[config.mk]
export PLATFORM = sky130hd
export DESIGN_NAME = wb_cnn_slave
export DESIGN_NICKNAME = d
export VERILOG_FILES = /design/src/rtl/wb_cnn_slave.sv
export SDC_FILE = /design/constraint.sdc
export NUM_CORES = 1
export LEC_CHECK = 0
export BUFFER_PORTS_ARGS = -buffer_cell sky130_fd_sc_hd__buf_2
export CAP_MARGIN = 20
export CORE_MARGIN = 4
export CORE_UTILIZATION = 40
export CTS_BUF_LIST = sky130_fd_sc_hd__clkbuf_4 sky130_fd_sc_hd__clkbuf_8
export DETAILED_ROUTE_END_ITERATION = 16
export HOLD_SLACK_MARGIN = 0.03
export PLACE_DENSITY = 0.56
export SLEW_MARGIN = 30
export SYNTH_ARGS = -nofsm -noshare
export SYNTH_HDL_FRONTEND = slang
export SYNTH_SLANG_ARGS = --single-unit
[constraint.sdc]
create_clock -name wb_clk_i -period 6.6 [get_ports wb_clk_i]
set_clock_uncertainty 0.05 [all_clocks]
set_input_delay 0.33 -clock wb_clk_i [delete_from_list [all_inputs] [get_ports wb_clk_i]]
set_output_delay 0.33 -clock wb_clk_i [all_outputs]
set_load 0.05 [all_outputs]
[src/rtl/wb_cnn_slave.sv]
// wb_cnn_slave: Wishbone B3 classic slave bridging register accesses to CNN pixel/result FIFOs.
// Optional WB_CNN_ERR_EN: overflow/underflow accesses terminate with err instead of ack.
`default_nettype none

module wb_cnn_slave #(
  parameter int DEPTH = 16,
  parameter int DW    = 32
) (
  input  logic          wb_clk_i,
  input  logic          wb_rst_i,
  input  logic [31:0]   wb_adr_i,
  input  logic [31:0]   wb_dat_i,
  input  logic [3:0]    wb_sel_i,
  input  logic          wb_we_i,
  input  logic          wb_cyc_i,
  input  logic          wb_stb_i,
  input  logic [2:0]    wb_cti_i,
  input  logic [1:0]    wb_bte_i,
  output logic [31:0]   wb_dat_o,
  output logic          wb_ack_o,
  output logic          wb_err_o,
  output logic          wb_rty_o,
  output logic          cnn_start_o,
  input  logic          cnn_done_i,
  output logic [DW-1:0] in_data_o,
  output logic          in_valid_o,
  input  logic          in_ready_i,
  input  logic [DW-1:0] out_data_i,
  input  logic          out_valid_i,
  output logic          out_ready_o,
  output logic          irq_o
);

  localparam int AW = $clog2(DEPTH);

  typedef enum logic [0:0] {
    IDLE = 1'b0,
    ACK  = 1'b1
  } state_t;

  state_t state, state_nx;

  logic          access, wr, rd;
  logic [1:0]    reg_sel;
  logic          busy, done, irq_en, wr_ovf, rd_udf, rdy_en;
  logic          start_q, ack_q, err_q;
  logic [31:0]   dat_q, rdata;

  logic [DW-1:0] in_mem  [DEPTH];
  logic [DW-1:0] out_mem [DEPTH];
  logic [AW:0]   in_wp, in_rp, out_wp, out_rp;
  logic          in_empty, in_full, out_empty, out_full;
  logic          bus_push, core_pop, core_push, bus_pop;
  logic          ovf, udf, clear, start, bad_access;
  logic [7:0]    in_lvl, out_lvl;

  // Sideband inputs are accepted but carry no meaning for full-word classic cycles.
  logic unused_ok;
  assign unused_ok = ^{wb_sel_i, wb_cti_i, wb_bte_i, wb_adr_i[31:4], wb_adr_i[1:0]};

  function automatic logic [7:0] sat8(input logic [AW:0] lvl);
    logic [31:0] w;
    w = 32'(lvl);
    sat8 = (w > 32'd255) ? 8'hFF : w[7:0];
  endfunction

  assign access  = (state == IDLE) && wb_cyc_i && wb_stb_i;
  assign wr      = access && wb_we_i;
  assign rd      = access && !wb_we_i;
  assign reg_sel = wb_adr_i[3:2];

  assign in_empty  = (in_wp == in_rp);
  assign in_full   = (in_wp[AW] != in_rp[AW]) && (in_wp[AW-1:0] == in_rp[AW-1:0]);
  assign out_empty = (out_wp == out_rp);
  assign out_full  = (out_wp[AW] != out_rp[AW]) && (out_wp[AW-1:0] == out_rp[AW-1:0]);

  assign bus_push  = wr && (reg_sel == 2'd2) && !in_full;
  assign ovf       = wr && (reg_sel == 2'd2) && in_full;
  assign core_pop  = !in_empty && in_ready_i;
  assign core_push = out_valid_i && out_ready_o;
  assign bus_pop   = rd && (reg_sel == 2'd3) && !out_empty;
  assign udf       = rd && (reg_sel == 2'd3) && out_empty;
  assign clear     = wr && (reg_sel == 2'd0) && wb_dat_i[1];
  assign start     = wr && (reg_sel == 2'd0) && wb_dat_i[0] && !busy;
  assign bad_access = ovf || udf;

  assign in_lvl  = sat8(in_wp - in_rp);
  assign out_lvl = sat8(out_wp - out_rp);

  always_comb begin
    state_nx = state;
    case (state)
      IDLE:    if (access) state_nx = ACK;
      ACK:     state_nx = IDLE;
      default: state_nx = IDLE;
    endcase
  end

  always_comb begin
    rdata = '0;
    case (reg_sel)
      2'd0: rdata = {29'b0, irq_en, 1'b0, busy};
      2'd1: rdata = {in_lvl, out_lvl, 12'b0, rd_udf, wr_ovf, 1'b0, done};
      2'd2: rdata = '0;
      2'd3: rdata = out_empty ? 32'd0 : 32'(out_mem[out_rp[AW-1:0]]);
      default: rdata = '0;
    endcase
  end

  always_ff @(posedge wb_clk_i or negedge wb_rst_i) begin
    if (!wb_rst_i) begin
      state   <= IDLE;
      ack_q   <= 1'b0;
      err_q   <= 1'b0;
      dat_q   <= '0;
      start_q <= 1'b0;
      rdy_en  <= 1'b0;
    end else begin
      state   <= state_nx;
`ifdef WB_CNN_ERR_EN
      ack_q   <= access && !bad_access;
      err_q   <= access && bad_access;
`else
      ack_q   <= access;
      err_q   <= 1'b0;
`endif
      dat_q   <= rd ? rdata : 32'd0;
      start_q <= start;
      rdy_en  <= 1'b1;
    end
  end

  // Core-side events win the sticky race: done set and W1C on the same edge keeps done.
  always_ff @(posedge wb_clk_i or negedge wb_rst_i) begin
    if (!wb_rst_i) begin
      busy   <= 1'b0;
      done   <= 1'b0;
      irq_en <= 1'b0;
      wr_ovf <= 1'b0;
      rd_udf <= 1'b0;
    end else begin
      if (start)           busy <= 1'b1;
      else if (cnn_done_i) busy <= 1'b0;

      if (cnn_done_i)                                    done <= 1'b1;
      else if (wr && (reg_sel == 2'd1) && wb_dat_i[0])   done <= 1'b0;

      if (ovf)                                           wr_ovf <= 1'b1;
      else if (wr && (reg_sel == 2'd1) && wb_dat_i[2])   wr_ovf <= 1'b0;

      if (udf)                                           rd_udf <= 1'b1;
      else if (wr && (reg_sel == 2'd1) && wb_dat_i[3])   rd_udf <= 1'b0;

      if (wr && (reg_sel == 2'd0)) irq_en <= wb_dat_i[2];
    end
  end

  always_ff @(posedge wb_clk_i or negedge wb_rst_i) begin
    if (!wb_rst_i) begin
      in_wp  <= '0;
      in_rp  <= '0;
      out_wp <= '0;
      out_rp <= '0;
    end else if (clear) begin
      in_wp  <= '0;
      in_rp  <= '0;
      out_wp <= '0;
      out_rp <= '0;
    end else begin
      if (bus_push)  in_wp  <= in_wp + 1'b1;
      if (core_pop)  in_rp  <= in_rp + 1'b1;
      if (core_push) out_wp <= out_wp + 1'b1;
      if (bus_pop)   out_rp <= out_rp + 1'b1;
    end
  end

  always_ff @(posedge wb_clk_i) begin
    if (bus_push)  in_mem[in_wp[AW-1:0]]   <= wb_dat_i[DW-1:0];
    if (core_push) out_mem[out_wp[AW-1:0]] <= out_data_i;
  end

  assign wb_dat_o    = dat_q;
  assign wb_ack_o    = ack_q;
  assign wb_err_o    = err_q;
  assign wb_rty_o    = 1'b0;
  assign cnn_start_o = start_q;
  assign irq_o       = done && irq_en;
  assign in_valid_o  = !in_empty;
  assign in_data_o   = in_empty ? '0 : in_mem[in_rp[AW-1:0]];
  // Held low until the first clock after reset so every output reads 0 in reset.
  assign out_ready_o = rdy_en && !out_full;

endmodule

`default_nettype wire

==> metrics.yaml, run 1 <==
grt_usage: 0.1808
initial_core_util: 0.4027
critical_path_peak_fanout: 52
gr-total-overflow: 0
grt_pass1_vias: 21500
worst_ep_required_time_ns: 6.22
slowest_delay_ns: 0.97
hp-class: "in2reg"
synth_flop_cell: "edfxtp_1"
nNetsFinal: 2357
fin_ws_ns: 1.801
path_cells: "buf_6 -> buf_6 -> mux4_2 -> mux2i_1 -> o22ai_1 -> buf_2"
cts_buffer_depth: 3
portBuffers: 142
synth_top_area_frac: 0.7389
drc_errors: 0
placed_cell_area_um2: 44350
die_x_um: 330.6
antenna_found_initial: 8
dp_cells: 3344
cp.arrival_ns: 4.42
async_reset_ff_frac: 0.05622
dp_slack_ns: 2.228
num_vias: 20080
ys_seq_elements: 1085
synth_warnings: 0
yosys.area_share.adder: 0.006374
clkSinkCount: 1085
fmax_mhz: 208.4
p_leak_uw: 0.01645
netlist_instances: 1855
dp_hpwl_um: 52100
cts_made_buffers: 177
drtIter0Drc: 1665
gp_congestion: 0.7453
startpoint_type: "flop"
clk_pin_slew_ns: 0.06
power.internal_uw: 13000
ys_seq_area_frac: 0.7756
cts_tree: "built"
synth_edf_count: 1024
power.share.clock: 0.311
setup_viol: 0
ant_nets: 0
synth_compound_area_frac: 0.02288
synth.distinct_cells: 55
cpMostUsedCell: "buf_6"
grt_start_max_net_pins: 62
fin_crit_sh: 0.7272
yosys.area_share.simple: 0.01296
dieArea_um2: 109300
final_area_um2: 48820
slowest_stage: "dfrtp_4"
dr.pass1.iters: 7
fin_util: 0.4723
synth_area_um2: 41610
ir_worst_vdd_v: 0.0003142
report.final.slew_viol_count: 0
crit_path_end_kind: "output port"
synth_top_cells_by_area: "edfxtp_1 74%, mux4_2 14%, dfrtp_1 3.7%, mux2i_1 2.6%, o22ai_1 0.84%"
viasPerCell: 5.342
setup_tns_ns: 0
pin_count: 184
cts_hold_buf: 80
slew_headroom: 0.3561
core_area_um2: 103300
yosys-mux-area-fraction: 0.1656
grt_first_pass_wirelength_um: 143000
status: "complete, no violations"
yosysTopAreaCell: "edfxtp_1"
synth_xor_area_frac: 0.003548
row_count: 118
hold_viol: 0
area_growth_pct: 17.31
wl_um: 97330
switching_share: 0.3075
sequentialPowerShare: 0.428
clock_latency_ns: 0.83
layout-drive-gt1-share: 0.3378
wl_per_cell_um: 25.89
fin_crit_ns: 4.799
cts_resized: 0
tightest_slew_ns: 0.9659
finalNonFillerCells: 3759
n_fill_cell: 8586
p_sw_uw: 5773
cp.buffers_inverters: 3
avgSynthCellArea_um2: 22.43
p_comb_frac: 0.261
die_y_um: 330.6
cts-root-buf: "clkbuf_8"
powerDensity_nw_per_um2: 384.6
post_cts_buffers: 0
rsz0062_at_grt: "false"
synth_top_family_by_area: "multiplexers"
htreeDepth: 4
path_class: "reg2out"
maxCapViolations: 0
path_delay_family: "buffers and inverters"
## path summary, 6_finish.rpt
kind,startpoint,end,slack (ns),depth (start not counted)
max,in_rp[0],in_data_o[25],1.80,6
min,wb_cyc_i,wb_ack_o,0.14,3
min in group asynchronous,wb_rst_i,wb_dat_o[11],0.56,4
min reg2reg,busy,busy,0.46,1
max in group asynchronous,wb_rst_i,wb_dat_o[26],5.64,4
max reg2reg,in_rp[0],in_mem[9][8],2.37,6
## area by class of cell
type                            count  area [um^2]  share of cell area
Tap cell                         1380         1727             0.03537
Clock buffer                      245         3015             0.06177
Multi-Input combinational cell    652         8994              0.1842
Sequential cell                  1085        32290              0.6615
Timing Repair Buffer              285         2092             0.04285
Clock inverter                     84        594.3             0.01217
Antenna cell                        5        12.51           0.0002563
Inverter                           23        91.34            0.001871
## flip-flops by register name (all words and copies together), names as in the netlist, 5 cells and up
| signal | count |
|---|---|
| in_rp | 5 |
| wb_dat_o | 32 |
| out_mem | 512 |
| in_mem | 512 |
| out_wp | 5 |
| out_rp | 5 |
| in_wp | 5 |
## cells by family (layout without fill, tap and decap cells)
logic type               Yosys count  count (layout)
multiplexers                     371             371
buffers and inverters            119             637
flip-flops                      1085            1085
AO/OA/AOI/OAI                    139             139
other                              2               8
XOR/XNOR                          16              16
AND/OR/NAND/NOR                  103             103
adder cells (fa/ha/maj)           20              20
## tightest hold or removal path, delay by kind of cell
kind	cells	cell delay (ns)
simple gates	1	0.40
buf+inv	2	0.22
## layout by cell type, fill, tap and decap left out, types with 9 or more instances in the layout
cell,count
ha_1,18
buf_2,141
inv_1,19
a21oi_1,11
mux2_2,9
mux4_2,253
xnor2_1,9
o21ai_0,16
nor2_4,15
nand2_1,14
clkbuf_8,188
o22ai_1,56
edfxtp_1,1024
a211oi_1,20
dfrtp_1,55
clkinv_1,46
dlygate4sd3_1,79
nor2_1,14
clkinv_2,21
buf_4,56
mux2i_1,109
clkbuf_4,57
## metrics by stage
step | hold WS, ns | power [uW]
floorplan | -0.01559 | 11830
global placement | 0.4280 | 13050
detailed placement | 0.2352 | 13120
CTS | 0.03116 | 19050
global route | 0.07785 | 19700
finish | 0.1403 | 18780
## metal layers
metal / part of all wire / GRT usage
met1: 0.41 / 0.2411
met2: 0.50 / 0.3008
met5: 0.00038 / 0
met4: 0.023 / 0.05848
met3: 0.058 / 0.03627
## synthesized netlist by cell type, types with 2 or more instances
cell and count:
o221ai_1 2, o22ai_1 56, nand2_1 17, clkbuf_1 38, and2_1 11, nor4_1 5
a21o_1 7, and3_1 2, xnor2_1 9, o21ai_0 16, and4_1 2, o211ai_1 2
mux4_2 253, nand2b_1 5, mux2i_1 109, xor2_1 6, ha_1 18, conb_1 2
a211oi_1 20, nor3_1 7, fa_1 2, a21oi_1 11, buf_1 14, nand3b_1 3
edfxtp_1 1024, inv_1 21, a32o_1 2, mux2_2 9, buf_2 30, or3_1 8
o21a_1 3, nor2_1 29, nor2b_1 2, nand3_1 5, buf_4 14, a31o_2 2
o22a_1 6, o32ai_1 2, dfrtp_1 61, o2111ai_1 5
## power groups by stage
stage	registers, uW	logic, uW	clock network [uW]
finish	8040	4890	5840
global route	8080	5250	6360
CTS	8050	4980	6010
detailed placement	8190	4930	0
global placement	8180	4880	0
floorplan	8000	3830	0
(Power assumes the default switching activity.)
==> inputs of run 2 (changes only) <==
--- a/config.mk
+++ b/config.mk
@@ -5,6 +5,7 @@
 export SDC_FILE = /design/constraint.sdc
 export NUM_CORES = 1
 export LEC_CHECK = 0
+export ABC_AREA = 1
 export BUFFER_PORTS_ARGS = -buffer_cell sky130_fd_sc_hd__buf_2
 export CAP_MARGIN = 20
 export CORE_MARGIN = 4
@@ -12,7 +13,7 @@
 export CTS_BUF_LIST = sky130_fd_sc_hd__clkbuf_4 sky130_fd_sc_hd__clkbuf_8
 export DETAILED_ROUTE_END_ITERATION = 16
 export HOLD_SLACK_MARGIN = 0.03
-export PLACE_DENSITY = 0.56
+export PLACE_DENSITY = 0.58
 export SLEW_MARGIN = 30
 export SYNTH_ARGS = -nofsm -noshare
 export SYNTH_HDL_FRONTEND = slang
==> constraint.sdc (replaced) <==
create_clock -name wb_clk_i -period 4 [get_ports wb_clk_i]
set_clock_uncertainty 0.05 [all_clocks]
set_input_delay 0.2 -clock wb_clk_i [delete_from_list [all_inputs] [get_ports wb_clk_i]]
set_output_delay 0.2 -clock wb_clk_i [all_outputs]
set_load 0.05 [all_outputs]
==> run 2 against run 1 <==
- die area rose by 4.1%
- register-to-register slack got worse by 1.6 ns
- design area rose by 3.5%
- synthesized cell count rose by 85%
- sequential power rose by 63%
- routed wire length rose by 14%
- clock power rose by 68%
- combinational power rose by 120%
- setup slack got worse by 1.6 ns
- core utilization fell by 0.15 points
- synthesized area rose by 4.2%
- largest power group unchanged
==> metrics.yaml, run 2 <==
status: "complete, no violations"
path_cells: "buf_4 -> o21ai_0 -> o211ai_1 -> nand3_1 -> a21oi_1 -> buf_2"
ys_seq_area_frac: 0.7446  # -0.03096
gp_congestion: 0.7558  # +1.4%
synth.distinct_cells: 35  # -36%
cts_tree: "built"
dieArea_um2: 113700  # +4.1%
synth.most_common_cell: "edfxtp_1"
synth_xor_area_frac: 0.001212  # -0.002335
slew_headroom: 0.2868  # -0.06934
portBuffers: 142  # unchanged
slowest_stage: "buf_4"
pin_count: 184  # unchanged
wl_per_cell_um: 21.07  # -19%
worst_ep_required_time_ns: 3.75  # -2.47 ns
startpoint_type: "flop"
dp_cells: 4865  # +45%
row_count: 120  # +1.7%
synth_warnings: 0  # unchanged
clkSinkCount: 1085  # unchanged
path_delay_family: "buffers and inverters"
viasPerCell: 5.225  # -2.2%
nNetsFinal: 3854  # +64%
netlist_instances: 3440  # +85%
hold_viol: 0  # unchanged
synth_top_area_frac: 0.7094  # -0.02950
grt_usage: 0.1932  # +0.01246
p_leak_uw: 0.01759  # +6.9%
min-delay-start: "cnn_done_i"
setup_tns_ns: 0  # unchanged
dp_hpwl_um: 57410  # +10%
min_to: "busy"
grt_start_max_net_pins: 213  # +240%
finalNonFillerCells: 5275  # +40%
cts_made_buffers: 175  # -1.1%
powerDensity_nw_per_um2: 671.5  # +75%
path_class: "reg2out"
post_cts_buffers: 0  # unchanged
fin_crit_ns: 3.770
reg2reg_to: "in_mem[4][20]"
fin_crit_sh: 0.9424
synth_flop_cell: "edfxtp_1"
ant_nets: 0  # unchanged
synth_top_family_by_area: "compound AO/OA/AOI/OAI gates"
report.final.slew_viol_count: 0  # unchanged
core_area_um2: 107400  # +3.9%
maxCapViolations: 0  # unchanged
cp.arrival_ns: 3.52  # -0.90 ns
dp_slack_ns: 0.8442  # -1.384 ns
yosys.area_share.adder: 0.006120  # -0.0002545
async_reset_ff_frac: 0.05622  # unchanged
slowest_delay_ns: 0.72  # -0.25 ns
fmax_mhz: 265.3
layout-drive-gt1-share: 0.1508  # -0.1871
avgSynthCellArea_um2: 12.60  # -44%
tightest_slew_ns: 1.070  # +0.1040 ns
r2r_cells: 9  # +3
synth_top_cells_by_area: "edfxtp_1 71%, nor2_1 6.0%, o21ai_0 5.5%, dfrtp_1 3.5%, nand2_1 2.8%"
critical_path_peak_fanout: 78  # +50%
dr.pass1.iters: 5  # -2
grt_first_pass_wirelength_um: 164900  # +15%
ys_seq_elements: 1085  # unchanged
clock_latency_ns: 0.84  # about the same
synth_area_um2: 43350  # +4.2%
synth_compound_area_frac: 0.1079  # +0.08502
area_growth_pct: 16.61
r2r-start: "state"
die_y_um: 337.2  # +2.0%
gr-total-overflow: 0  # unchanged
fin_ws_ns: 0.2305  # -1.570 ns
initial_core_util: 0.4038  # +0.001101
clk_pin_slew_ns: 0.06  # about the same
wl_um: 111100  # +14%
die_x_um: 337.2  # +2.0%
final_common_cell: "edfxtp_1"
crit_path_end_kind: "output port"
grt_pass1_vias: 26420  # +23%
synthTopCellsByCount: "1,024 x edfxtp_1, 697 x nor2_1, 473 x o21ai_0"
synth_edf_count: 1024  # unchanged
cp.buffers_inverters: 2  # -1
drc_errors: 0  # unchanged
cts_buffer_depth: 3  # unchanged
drtIter0Drc: 2455  # +47%
htreeDepth: 4  # unchanged
rsz0062_at_grt: "false"
hp-class: "in2reg"
yosys-mux-area-fraction: 0  # -0.1656
final_cell_mix: "1,024 x edfxtp_1, 664 x nor2_1, 473 x o21ai_0, 325 x nand2_1, 191 x clkbuf_8"
ir_worst_vdd_v: 0.0007895  # +150%
hold_path_depth: 4  # +1
num_vias: 27560  # +37%
rrSetupSlack_ns: 0.75  # -1.62 ns
yosys.area_share.simple: 0.1026  # +0.08966
cts-root-buf: "clkbuf_8"
setup_viol: 0  # unchanged
yosysTopAreaCell: "edfxtp_1"
antenna_found_initial: 7  # -1
run 2: cell count changes after synthesis, sizes merged, moves of 11 or more:
cell | previous run | this run
nor2 | 29 | 699
o21ai | 16 | 544
nand2 | 17 | 326
mux4 | 253 | 0
o211ai | 3 | 125
mux2i | 109 | 0
inv | 22 | 126
nand3 | 5 | 102
clkbuf | 38 | 110
a21oi | 11 | 60
o22ai | 56 | 102
buf | 58 | 100
a211oi | 20 | 0
and2 | 11 | 0
run 2: timing repair:
item                      in CTS  in global routing
hold endpoints to repair    1126                  0
resized for setup              0                  0
hold buffers                  81                  0
run 2: kinds of logic after synthesis:
| group | Yosys count |
|---|---|
| flip-flops | 1085 |
| AO/OA/AOI/OAI | 841 |
| AND/OR/NAND/NOR | 1140 |
| other | 2 |
| buffers and inverters | 346 |
| XOR/XNOR | 6 |
| adder cells (fa/ha/maj) | 20 |
run 2: worst min-delay path: stages:
cell	delay, ns
dlygate4sd3_1	0.53
buf_2	0.16
inv_1	0.08
a21o_1	0.11
run 2: report_power, final:
part,internal [uW],switching [uW]
logic,3010,7990
clock network,5430,4400
registers,12800,267
run 2: worst max path at each step:
stage / start / endpoint / slack (ns) / cells after the start
3_5_place_dp: in_rp[2] / in_mem[4][12] / 0.84 / 10
4_1_cts: in_rp[2] / in_data_o[18] / 0.20 / 10
2_1_floorplan: out_rp[1] / out_mem[0][0] / 0.25 / 11
3_3_place_gp: in_rp[2] / in_mem[4][12] / 0.86 / 10
6_report: in_rp[0] / in_data_o[2] / 0.23 / 6
5_1_grt: in_rp[0] / in_data_o[2] / 0.04 / 6
run 2: layout make-up:
| type | instances | area, um^2 |
|---|---|---|
| fill | 9439 | 56810 |
| inverter | 136 | 520.5 |
| multi-input combinational | 2010 | 9718 |
| tap | 1403 | 1755 |
| clock buffer | 269 | 3214 |
| timing repair buffer | 313 | 2561 |
| clock inverter | 54 | 469.2 |
| sequential | 1085 | 32290 |
| antenna | 5 | 12.51 |
run 2: stage by stage:
| step | utilization | power, uW | area [um^2] | hold WS (ns) |
|---|---|---|---|---|
| after floorplan | - | 21090 | 43350 | -0.1456 |
| final | 0.4708 | 33940 | 50540 | 0.2409 |
| after CTS | 0.4704 | 34170 | 50500 | 0.1343 |
| after global routing | 0.4707 | 35840 | 50530 | 0.2069 |
| after global placement | 0.4285 | 24170 | 46000 | 0.1767 |
| after detailed placement | 0.4285 | 24250 | 46000 | 0.1738 |
run 2: layer usage:
metal / vias to the layer above / GRT usage / routed length (um)
li1: 12970 / - / -
met1: 13520 / 0.2704 / 49120
met2: 888 / 0.3038 / 51460
met3: 177 / 0.04150 / 7961
met4: 6 / 0.06043 / 2567
met5: - / 0 / 23
